File: config.mk
export PLATFORM = sky130hd
export DESIGN_NAME = axi_lite_cmd_arbiter
export DESIGN_NICKNAME = d
export VERILOG_FILES = /design/src/rtl/axi_lite_cmd_arbiter.sv
export SDC_FILE = /design/constraint.sdc
export NUM_CORES = 1
export LEC_CHECK = 0
export CAP_MARGIN = 0
export CORE_AREA = 2 2 183 185
export DETAILED_ROUTE_END_ITERATION = 7
export DIE_AREA = 0 0 185 187
export GPL_TIMING_DRIVEN = 0
export PLACE_DENSITY = 0.54
export SYNTH_ARGS = -nofsm -noshare
export SYNTH_HDL_FRONTEND = slang
export SYNTH_SLANG_ARGS = --single-unit
File: constraint.sdc
create_clock -name ACLK -period 4.9 [get_ports ACLK]
set_input_delay 0.735 -clock ACLK [delete_from_list [all_inputs] [get_ports ACLK]]
set_output_delay 0.735 -clock ACLK [all_outputs]
set_load 0.05 [all_outputs]
File: src/rtl/axi_lite_cmd_arbiter.sv
// Round-robin arbiter sharing one single-outstanding AXI-lite master engine
// between N requesters; a watchdog aborts commands the master never finishes.
module axi_lite_cmd_arbiter #(
   parameter int N       = 4,
   parameter int TIMEOUT = 255
) (
   input  logic            ACLK,
   input  logic            ARESET,
   input  logic [N-1:0]    req_valid,
   input  logic [N-1:0]    req_write,
   input  logic [N*32-1:0] req_addr,
   input  logic [N*32-1:0] req_wdata,
   input  logic [N*4-1:0]  req_wstrb,
   output logic [N-1:0]    req_grant,
   output logic [N-1:0]    req_done,
   output logic [31:0]     req_rdata,
   output logic [1:0]      req_resp,
   output logic            busy,
   output logic            m_valid,
   output logic            m_read_valid,
   output logic [31:0]     m_aw_addr,
   output logic [31:0]     m_ar_addr,
   output logic [31:0]     m_w_data,
   output logic [3:0]      m_w_strb,
   input  logic            m_ready,
   input  logic [1:0]      m_bresp,
   input  logic            m_rdone,
   input  logic [31:0]     m_rdata,
   input  logic [1:0]      m_rresp
);

   localparam int IW = $clog2(N);

   typedef enum logic [1:0] {IDLE, ISSUE, WAIT, DONE} state_t;

   state_t        state_q, state_d;
   logic [IW-1:0] last_q;
   logic [IW-1:0] win;
   logic          any;
   logic [15:0]   wd_q;
   logic          wr_q;
   logic [31:0]   addr_q;
   logic          cpl;
   logic          expire;

   assign m_aw_addr = addr_q;
   assign m_ar_addr = addr_q;

   // Only the completion strobe matching the latched direction counts.
   assign cpl    = wr_q ? m_ready : m_rdone;
   assign expire = (wd_q == 16'(TIMEOUT - 1));

   // Search starts one past the previous winner.
   always_comb begin
      int            idx;
      logic [IW-1:0] cand;
      idx  = 0;
      cand = '0;
      win  = last_q;
      any  = 1'b0;
      for (int i = 1; i <= N; i++) begin
         idx = int'(last_q) + i;
         if (idx >= N)
            idx = idx - N;
         cand = IW'(idx);
         if (!any && req_valid[cand]) begin
            any = 1'b1;
            win = cand;
         end
      end
   end

   always_comb begin
      state_d = state_q;
      case (state_q)
         IDLE:    if (any) state_d = ISSUE;
         ISSUE:   state_d = WAIT;
         WAIT:    if (cpl || expire) state_d = DONE;
         DONE:    state_d = IDLE;
         default: state_d = IDLE;
      endcase
   end

   always_ff @(posedge ACLK or negedge ARESET) begin
      if (!ARESET)
         state_q <= IDLE;
      else
         state_q <= state_d;
   end

   always_ff @(posedge ACLK or negedge ARESET) begin
      if (!ARESET) begin
         last_q       <= IW'(N - 1);
         wd_q         <= '0;
         wr_q         <= 1'b0;
         addr_q       <= '0;
         m_w_data     <= '0;
         m_w_strb     <= '0;
         m_valid      <= 1'b0;
         m_read_valid <= 1'b0;
         req_grant    <= '0;
         req_done     <= '0;
         req_rdata    <= '0;
         req_resp     <= '0;
         busy         <= 1'b0;
      end else begin
         req_grant    <= '0;
         req_done     <= '0;
         m_valid      <= 1'b0;
         m_read_valid <= 1'b0;
         busy         <= (state_d != IDLE);
         if (state_q == IDLE && any) begin
            last_q       <= win;
            req_grant    <= N'(1) << win;
            wr_q         <= req_write[win];
            addr_q       <= req_addr[32*win +: 32];
            m_w_data     <= req_wdata[32*win +: 32];
            m_w_strb     <= req_wstrb[4*win +: 4];
            m_valid      <= req_write[win];
            m_read_valid <= ~req_write[win];
         end
         if (state_q == ISSUE)
            wd_q <= '0;
         if (state_q == WAIT) begin
            if (cpl) begin
               req_done  <= N'(1) << last_q;
               req_resp  <= wr_q ? m_bresp : m_rresp;
               req_rdata <= wr_q ? 32'd0 : m_rdata;
            end else if (expire) begin
               req_done  <= N'(1) << last_q;
               req_resp  <= 2'b11;
               req_rdata <= '0;
            end else begin
               wd_q <= wd_q + 16'd1;
            end
         end
      end
   end

endmodule

# Word level (Yosys, flattened, before mapping)

Cells that the tools add are included.

Bits in registers: 134
Input port bits: 320
Output and inout bits: 145
Logic and storage cells: 96

Add/subtract/negate cells: 9
Magnitude comparators: 9
Eq/ne operators: 4
Shift-type cells: 5
Mux-type cells: 42
Bitwise logic cells: 1
Reductions and logical operators: 12

Operators by type and width:

| cell                                                                                 | number |
|---|---|
| 128-bit by 8-bit variable part select with 32-bit output                             | 2 |
| 32-bit 2-to-1 mux                                                                    | 3 |
| 16-bit 2-to-1 mux                                                                    | 4 |
| 2-bit 2-to-1 mux                                                                     | 13 |
| 16-bit by 1-bit adder with 16-bit output (second input constant)                     | 1 |
| 16-bit by 8-bit equality test with 1-bit output (second input constant)              | 1 |
| 4-bit 2-to-1 mux                                                                     | 4 |
| 16-bit by 5-bit variable part select with 4-bit output                               | 1 |
| 2-bit by 3-bit < comparator with 1-bit output (second input constant)                | 5 |
| 1-bit 2-to-1 mux                                                                     | 12 |
| 1-bit binary-select mux with 2-bit select                                            | 5 |
| 3-bit greater-or-equal comparator (second input constant)                            | 3 |
| 2-bit case mux with 4 select lines                                                   | 1 |
| 1-bit by 2-bit left shift with 4-bit output (first input constant)                   | 2 |
| 2-bit by 1-bit subtractor with 2-bit output (second input constant)                  | 4 |
| 2-bit by 2-bit adder with 3-bit output (second input constant)                       | 2 |
| 2-bit by 3-bit adder with 4-bit output (second input constant)                       | 1 |
| 2-bit equality test (second input constant)                                          | 2 |
| 4-bit by 3-bit greater-or-equal comparator with 1-bit output (second input constant) | 1 |
| 1-bit logical AND                                                                    | 4 |
| 2-bit nonzero test                                                                   | 2 |
| 2-bit by 1-bit adder with 3-bit output (second input constant)                       | 1 |
| 1-bit zero test                                                                      | 3 |
| 2-bit by 1-bit equality test with 1-bit output (second input constant)               | 1 |
| other kinds (4)                                                                      | 4 |

# Depth between registers and ports, before layout

Gate-level depths: netlist (run 1).

Depth in word-level cells: 19
Gate-level depth with buffers: 11
Depth with buffers taken out: 8

# Least setup slack after synthesis (run 1)

No wires, ideal clock.

Path kind: flip-flop to flip-flop
Start point: register last_q[0]
End point: register m_w_data[16]
Setup time: 125 ps
Arrival: 2957 ps
Required time: 4775 ps
Path slack: 1818 ps
Stages on the path, launching flop included: 10
Period minus slack after synthesis: 3082 ps
Cells stage by stage: dfstp_2 buf_2 inv_2 ha_1 mux2i_1 a221o_1 mux2i_2 clkbuf_1 mux4_2 mux2_4

Longest elaborated chain between the ends: 16
Elaborated cells on any way between the ends: 40
Those cells by class: add/sub (8); order compare (4); shift (1); mux (20); reduce/logical (7)

RTL lines:

| what                                                                                                    | RTL line | RTL |
|---|---|---|
| start: declaration                                                                                      | 37       | `logic [IW-1:0] last_q;` |
| start signal: assignment                                                                                | 93       | `last_q <= IW'(N - 1);` |
| start signal: assignment                                                                                | 113      | `last_q <= win;` |
| 2-bit by 1-bit adder with 3-bit output                                                                  | 62       | `idx = int'(last_q) + i;` |
| 3-bit greater-or-equal comparator / 2-bit by 1-bit subtractor with 2-bit output (equally long branches) | 63, 64   |  |
| 2-bit 2-to-1 mux                                                                                        | 63       | `if (idx >= N)` |
| 1-bit binary-select mux with 2-bit select                                                               | 66       | `if (!any && req_valid[cand]) begin` |
| 1-bit 2-to-1 mux (not written as such)                                                                  | 66       |  |
| 1-bit 2-to-1 mux                                                                                        | 66       |  |
| 1-bit zero test                                                                                         | 66       |  |
| 1-bit logical AND                                                                                       | 66       |  |
| 1-bit 2-to-1 mux                                                                                        | 66       |  |
| 1-bit zero test                                                                                         | 66       |  |
| 1-bit logical AND                                                                                       | 66       |  |
| 1-bit 2-to-1 mux                                                                                        | 66       |  |
| 1-bit zero test                                                                                         | 66       |  |
| 1-bit logical AND                                                                                       | 66       |  |
| 2-bit 2-to-1 mux / 1-bit 2-to-1 mux (equally long branches)                                             | 66       |  |
| 128-bit by 8-bit variable part select with 32-bit output / 1-bit logical AND (equally long branches)    | 117, 112 |  |
| end signal: assignment                                                                                  | 117      | `m_w_data <= req_wdata[32*win +: 32];` |
| end: declaration                                                                                        | 23       | `output logic [31:0] m_w_data,` |

Parallel ways exist; a longest one is shown, timed or not. The select of a mux whose other input is x is not followed.
A chain may end at the register's enable or synchronous reset.

# Worst setup path after layout (run 1)

Start point: register last_q[0]
End point: register addr_q[28] (netlist: m_ar_addr[28])

Longest elaborated chain between the ends: 16
Elaborated cells on any way between the ends: 40
Those cells by class: add/sub (8); order compare (4); shift (1); mux (20); reduce/logical (7)

RTL lines:

| what                                                                                                    | RTL line | RTL |
|---|---|---|
| 2-bit by 1-bit adder with 3-bit output                                                                  | 62       |  |
| 3-bit greater-or-equal comparator / 2-bit by 1-bit subtractor with 2-bit output (equally long branches) | 63, 64   |  |
| 2-bit 2-to-1 mux                                                                                        | 63       |  |
| 1-bit binary-select mux with 2-bit select                                                               | 66       |  |
| 1-bit 2-to-1 mux (not written as such)                                                                  | 66       |  |
| 1-bit 2-to-1 mux                                                                                        | 66       |  |
| 1-bit zero test                                                                                         | 66       |  |
| 1-bit logical AND                                                                                       | 66       |  |
| 1-bit 2-to-1 mux                                                                                        | 66       |  |
| 1-bit zero test                                                                                         | 66       |  |
| 1-bit logical AND                                                                                       | 66       |  |
| 1-bit 2-to-1 mux                                                                                        | 66       |  |
| 1-bit zero test                                                                                         | 66       |  |
| 1-bit logical AND                                                                                       | 66       |  |
| 2-bit 2-to-1 mux / 1-bit 2-to-1 mux (equally long branches)                                             | 66       |  |
| 128-bit by 8-bit variable part select with 32-bit output / 1-bit logical AND (equally long branches)    | 116, 112 |  |
| end signal: assignment                                                                                  | 116      | `addr_q <= req_addr[32*win +: 32];` |
| end: declaration                                                                                        | 42       | `logic [31:0] addr_q;` |

Parallel ways exist; a longest one is shown, timed or not. The select of a mux whose other input is x is not followed.

==> results of run 1 <==
-- power by group --
part / switching, mW / internal [mW] / total, mW
clock: 0.522 / 0.877 / 1.40
sequential: 0.343 / 1.63 / 1.98
combinational: 4.33 / 3.50 / 7.83
total: 5.19 / 6.01 / 11.2
-- through the flow --
| step | area (sq um) | instances |
|---|---|---|
| CTS | 13800 | 1560 |
| global placement | 13100 | 1528 |
| finish | 13800 | 1563 |
| floorplan | 7940 | 618 |
| detailed placement | 13200 | 1529 |
| global route | 13800 | 1560 |
-- synth_stat cells, types with 2 or more instances --
| cell type | instances |
|---|---|
| buf_12 | 6 |
| o21ai_0 | 18 |
| inv_1 | 7 |
| nor2b_1 | 4 |
| a211oi_1 | 4 |
| mux2i_1 | 2 |
| o21a_1 | 2 |
| mux4_2 | 68 |
| dfstp_2 | 2 |
| or3_1 | 2 |
| mux2_2 | 10 |
| buf_2 | 4 |
| o311ai_0 | 2 |
| buf_6 | 2 |
| a21oi_1 | 11 |
| mux2_4 | 62 |
| nor3_1 | 4 |
| nand3_1 | 45 |
| clkbuf_1 | 31 |
| nand2b_1 | 3 |
| o21ai_1 | 3 |
| a31oi_1 | 3 |
| dfrtp_1 | 132 |
| nand4_1 | 2 |
| nand3b_1 | 7 |
| nor2_1 | 15 |
| buf_4 | 34 |
| o22ai_1 | 2 |
| xor2_1 | 4 |
| and3_1 | 5 |
| nand2_1 | 78 |
| and2_1 | 8 |
| nor4_1 | 2 |
| ha_1 | 10 |
| o31ai_1 | 7 |
-- registers in the layout (all words and copies together) (netlist names) --
register,cells
busy,1
last_q,2
m_ar_addr,32
m_read_valid,1
m_valid,1
m_w_data,32
m_w_strb,4
req_done,4
req_grant,4
req_rdata,32
req_resp,2
state_q,2
wd_q,16
wr_q,1
-- logic make-up (layout without fill, tap and decap cells) --
kind of cell / count (synthesis) / after routing
flip-flops: 134 / 134
adder cells (fa/ha/maj): 10 / 10
buffers and inverters: 85 / 579
multiplexers: 143 / 143
other: 0 / 3
AND/OR/NAND/NOR: 181 / 181
XOR/XNOR: 5 / 5
AO/OA/AOI/OAI: 60 / 60
-- worst paths after layout --
| path | start | to | slack, ps | depth (start not counted) |
|---|---|---|---|---|
| max | last_q[0] | m_ar_addr[28] | 620 | 10 |
| min | ARESET | req_rdata[28] | 310 | 1 |
| max reg2reg | last_q[0] | m_ar_addr[28] | 620 | 10 |
| min reg2reg | req_rdata[22] | req_rdata[22] | 460 | 2 |
| max in group asynchronous | ARESET | m_w_data[0] | 3770 | 2 |
| min in group ACLK | req_rdata[22] | req_rdata[22] | 460 | 2 |
-- metal layers --
metal	GRT usage	up-vias	wire [um]
met5	0	-	42
met4	0.0388	6	379
met3	0.0707	31	2820
met2	0.330	274	16600
met1	0.216	3409	12400
li1	-	3221	-
-- final cells by class --
cell class              instances  area [sq um]  area share
repair buffers                463          4650       0.337
well taps                     448           561      0.0406
plain buffers                  77           534      0.0387
multi-input cells             399          4020       0.292
clock inverters                12           176      0.0128
clock buffers                  19           453      0.0328
diodes                          3          7.51    0.000544
flip-flops and latches        134          3360       0.243
inverters                       8          30.0     0.00218
-- critical path: stages, from the launching register on --
cell      delay [ps]
dfstp_2          540
buf_2            210
inv_2            130
ha_1             420
mux2i_1          330
nand2_1          110
and2_1           210
mux2i_2          680
clkbuf_1         800
mux4_2           450
mux2_4           270
==> results.md, run 1 <==
* Status: completed
* Area share of the largest cell type after synthesis at 0.416
* Post-Synthesis Cell Area at 7940 sq um
* Number of global-route vias before repair at 7456
* Pleak at 5.67 nW
* Max-slew violations at 0
* Share of layout cells above drive strength 1 at 0.203
* Routed WL at 32200 um
* Row count at 67
* Period utilization at 0.873
* Worst-Margin Slew at 1240 ps
* Post-synth top flop: dfrtp_1
* Antenna-violating nets left at 0
* IO Pins at 465
* Synth top area cells: dfrtp_1 (42%), mux4_2 (19%), mux2_4 (12%)
* Synth Area in Simple Gates at 0.108
* Pre-CTS WS at 465 ps
* Routability cong. at 0.792
* Routed vias at 6941
* Core footprint at 32900 sq um
* First-pass GRT wire length at 47600 um
* Commonest cells after routing, fill and taps aside: clkdlybuf4s50_1 (461), dfrtp_1 (132), nand2_1 (78)
* Max rail drop VDD at 466 uV
* Arrival time at the worst endpoint at 4580 ps
* Die area at 34600 sq um
* Clock transition at path regs at 60 ps
* Hold WS at 312 ps
* CP max FO at 10
* Complex-gate fraction of the synthesized area at 0.0484
* Number of synthesized register bits at 134
* Hold Crit Class: input port to asynchronous set/reset pin
* Pwr Total at 11.2 mW
* Root buffer cell: clkbuf_16
* CTS resizes at 0
* Initial core utilization at 0.242
* Post-Syn Instances at 618
* Routed WL per cell at 20.6 um
* Max clock buf depth at 2
* Die width at 185 um
* PortBufs at 462
* Commonest non-fill, non-tap cell in the layout: clkdlybuf4s50_1
* Slew Limit Headroom at 0.171
* Setup TNS at 0 ps
* Antenna violations before repair at 6
* Syn. warnings at 0
* Final setup violation count at 0
* Crit start category: flop
* Skew-Pair Late Insertion Delay at 420 ps
* Post-CTS setup buffer count at 0
* RSZ-0062 raised after global routing: no
* Final hold vios at 0
* GRT Overall Usage at 0.188
* Largest net degree at the start of global routing at 70
* Main combinational cell family by area after synthesis: multiplexers
* Sequential area share after synthesis at 0.422
* CTS tree: built
* Die H at 187 um
* Xor/xnor share of the synthesized area at 0.00551
* Post-route DRC violation count at 0
* Post-DP HPWL at 26000 um
* H-Tree Depth at 4
* Cell taking the most area after synthesis: dfrtp_1
* Remaining global-route overflow at 0
* Highest clock rate at 0.234 GHz
* Adder-Cell Fraction of Synth Area at 0.0158
* Tmin final at 4280 ps
* Drt first pass iters at 4
* Post-synth EDFFs at 0
* Vias per Instance at 4.44
* Syn avg cell area at 12.9 sq um
* Fin nets at 1430
* Syn_nets at 948
* CP Data Required Time at 5210 ps
* Proportion of synthesized area in mux cells at 0.328
* Syn-to-layout area delta at 73.7%
* Clock sinks at 134
* Number of hold buffers added after CTS at 0
* Synth cell types at 52
* WS Path Type: flop to flop
* Final core occ at 0.420
* Num CTS Buffers at 17
* DRT iter0 DRCs at 295
* Critical Path End Type: flop
* Skew final at 12.3 ps
* Power per Cell Area at 812 nW/um^2
* Maxcap violations at 0
* Ys async rst share at 1.00
* # fillers at 3163
* Post-route worst setup slack at 623 ps
Power figures use the tool's default switching activity.
==> run 2: changes to the inputs <==
--- a/config.mk
+++ b/config.mk
@@ -11,5 +11,5 @@
 export DIE_AREA = 0 0 185 187
 export GPL_TIMING_DRIVEN = 0
-export PLACE_DENSITY = 0.54
+export PLACE_DENSITY_LB_ADDON = 0.12
 export SYNTH_ARGS = -nofsm -noshare
 export SYNTH_HDL_FRONTEND = slang
==> constraint.sdc (replaced) <==
create_clock -name ACLK -period 4.9 [get_ports ACLK]
set_input_delay 0.735 -clock ACLK [delete_from_list [all_inputs] [get_ports ACLK]]
set_output_delay 0.735 -clock ACLK [all_outputs]
set_load 0.1 [all_outputs]
==> run 2 against run 1 <==
  * Count of clock-buffer cells in the layout shrank 2
  * Design area shrank 0.40%
  * Wire length shrank 0.15%
  * Critical path depth is the same
  * Maximum frequency grew 4.8%
  * Final cell count shrank 0.13%
  * Sequential share of layout area grew 0.097 points
  * Critical path type unchanged
  * Global-route usage grew 0.093 points
==> results.md, run 2 (synthesized netlist as in run 1, its figures left out) <==
* Remaining global-route overflow at 0 (unchanged)
* Reg2reg start: last_q[0]
* Routability cong. at 0.853 (+7.7%)
* H-Tree Depth at 4 (unchanged)
* CTS resizes at 0 (unchanged)
* Root buffer cell: clkbuf_16
* Routed WL at 32200 um (-0.15%)
* Final setup violation count at 0 (unchanged)
* Hold WS at 321 ps (+9.01 ps)
* Finished Layout Cells at 1561 (-0.13%)
* Number of global-route vias before repair at 7624 (+2.3%)
* IO Pins at 465 (unchanged)
* Row count at 67 (unchanged)
* Maxcap violations at 0 (unchanged)
* Clock transition at path regs at 60 ps (about the same)
* Period utilization at 0.833 (-0.0396)
* Drt first pass iters at 4 (unchanged)
* Antenna-violating nets left at 0 (unchanged)
* Critical Path End Type: flop
* Max-slew violations at 0 (unchanged)
* Post-Place Cells at 1529 (unchanged)
* Routed vias at 6902 (-0.56%)
* Worst-Margin Slew at 1200 ps (-39.6 ps)
* Skew-Pair Late Insertion Delay at 430 ps (about the same)
* Num CTS Buffers at 17 (unchanged)
* Share of layout cells above drive strength 1 at 0.204 (+0.000716)
* Post-route worst setup slack at 817 ps (+194 ps)
* Final instance area at 13700 sq um (-0.40%)
* Arrival time at the worst endpoint at 4390 ps (-190 ps)
* Cells on worst reg2reg path at 10 (unchanged)
* CP max FO at 10 (unchanged)
* Skew final at 14.7 ps (+2.37 ps)
* Largest net degree at the start of global routing at 73 (+4.3%)
* Tmin final at 4080 ps (-194 ps)
* Initial core utilization at 0.242 (unchanged)
* Highest clock rate at 0.245 GHz (+4.8%)
* Commonest non-fill, non-tap cell in the layout: clkdlybuf4s50_1
* Worst R2R End: m_w_data[2]
* GRT Overall Usage at 0.188 (+0.000933)
* Status: completed
* Post-CTS setup buffer count at 0 (unchanged)
* CTS tree: built
* Die width at 185 um (unchanged)
* N_diodes at 0 (-3)
* DRT iter0 DRCs at 222 (-25%)
* Commonest cells after routing, fill and taps aside: clkdlybuf4s50_1 (461), dfrtp_1 (132), nand2_1 (78)
* Syn-to-layout area delta at 73.0%
* Antenna violations before repair at 0 (-6)
* Fin nets at 1430 (unchanged)
* Pre-CTS WS at 620 ps (+156 ps)
* Reg2reg setup slack at 820 ps (+190 ps)
* Post-route DRC violation count at 0 (unchanged)
* Max clock buf depth at 2 (unchanged)
* Number of hold buffers added after CTS at 0 (unchanged)
* Final hold vios at 0 (unchanged)
* PortBufs at 462 (unchanged)
* Die H at 187 um (unchanged)
* Core footprint at 32900 sq um (unchanged)
* First-pass GRT wire length at 47900 um (+0.70%)
* Placed inst area at 13200 sq um (unchanged)
* Routed WL per cell at 20.6 um (about the same)
* Post-DP HPWL at 26200 um (+0.76%)
* Slew Limit Headroom at 0.195 (+0.0239)
* RSZ-0062 raised after global routing: no
* Die area at 34600 sq um (unchanged)
* WS Path Type: flop to flop
* Vias per Instance at 4.42 (-0.43%)
* Hold Crit Class: input port to asynchronous set/reset pin
* CP Data Required Time at 5210 ps (about the same)
* Crit start category: flop
* Clock sinks at 134 (unchanged)
[run 2: metal layers]
layer / share of wire / global-route usage
met1: 0.40 / 0.224
met2: 0.51 / 0.324
met3: 0.083 / 0.0664
met4: 0.016 / 0.0449
met5: 0 / 0
[run 2: per-stage QoR]
step	utilization	TNS [ps]
after floorplan	-	0
final	0.418	0
after global placement	0.399	-380290
after global routing	0.418	0
after detailed placement	0.400	0
after CTS	0.418	0
[run 2: layout make-up]
type,instances,area [sq um]
clock buffers,17,425
inverters,8,30.0
well taps,448,561
clock inverters,15,156
fillers,3175,19100
flip-flops and latches,134,3360
plain buffers,77,534
repair buffers,463,4650
multi-input cells,399,4020
[run 2: worst max path at each step]
stage / from / endpoint / slack, ps / cells after the start
after detailed placement: req_valid[3] / m_w_data[2] / 620 / 8
after global placement: ARESET / m_ar_addr[15] / -2890 / 1
after floorplan: last_q[0] / m_ar_addr[0] / 1820 / 9
after global routing: last_q[0] / m_w_data[3] / 590 / 10
final: last_q[0] / m_w_data[2] / 820 / 10
after CTS: last_q[0] / m_w_data[3] / 710 / 10
[run 2: worst max-delay path, stage by stage, from the launching register on]
cell      delay, ps
dfstp_2         560
buf_2           210
inv_2           130
ha_1            420
mux2i_1         370
nand2_1         110
and2_1          200
mux2i_2         630
clkbuf_1        610
mux4_2          450
mux2_2          280
Power of run 2 is left out: the tool's default activity adds up to more than one toggle a clock period on the data nets, which glitch-free logic cannot reach.
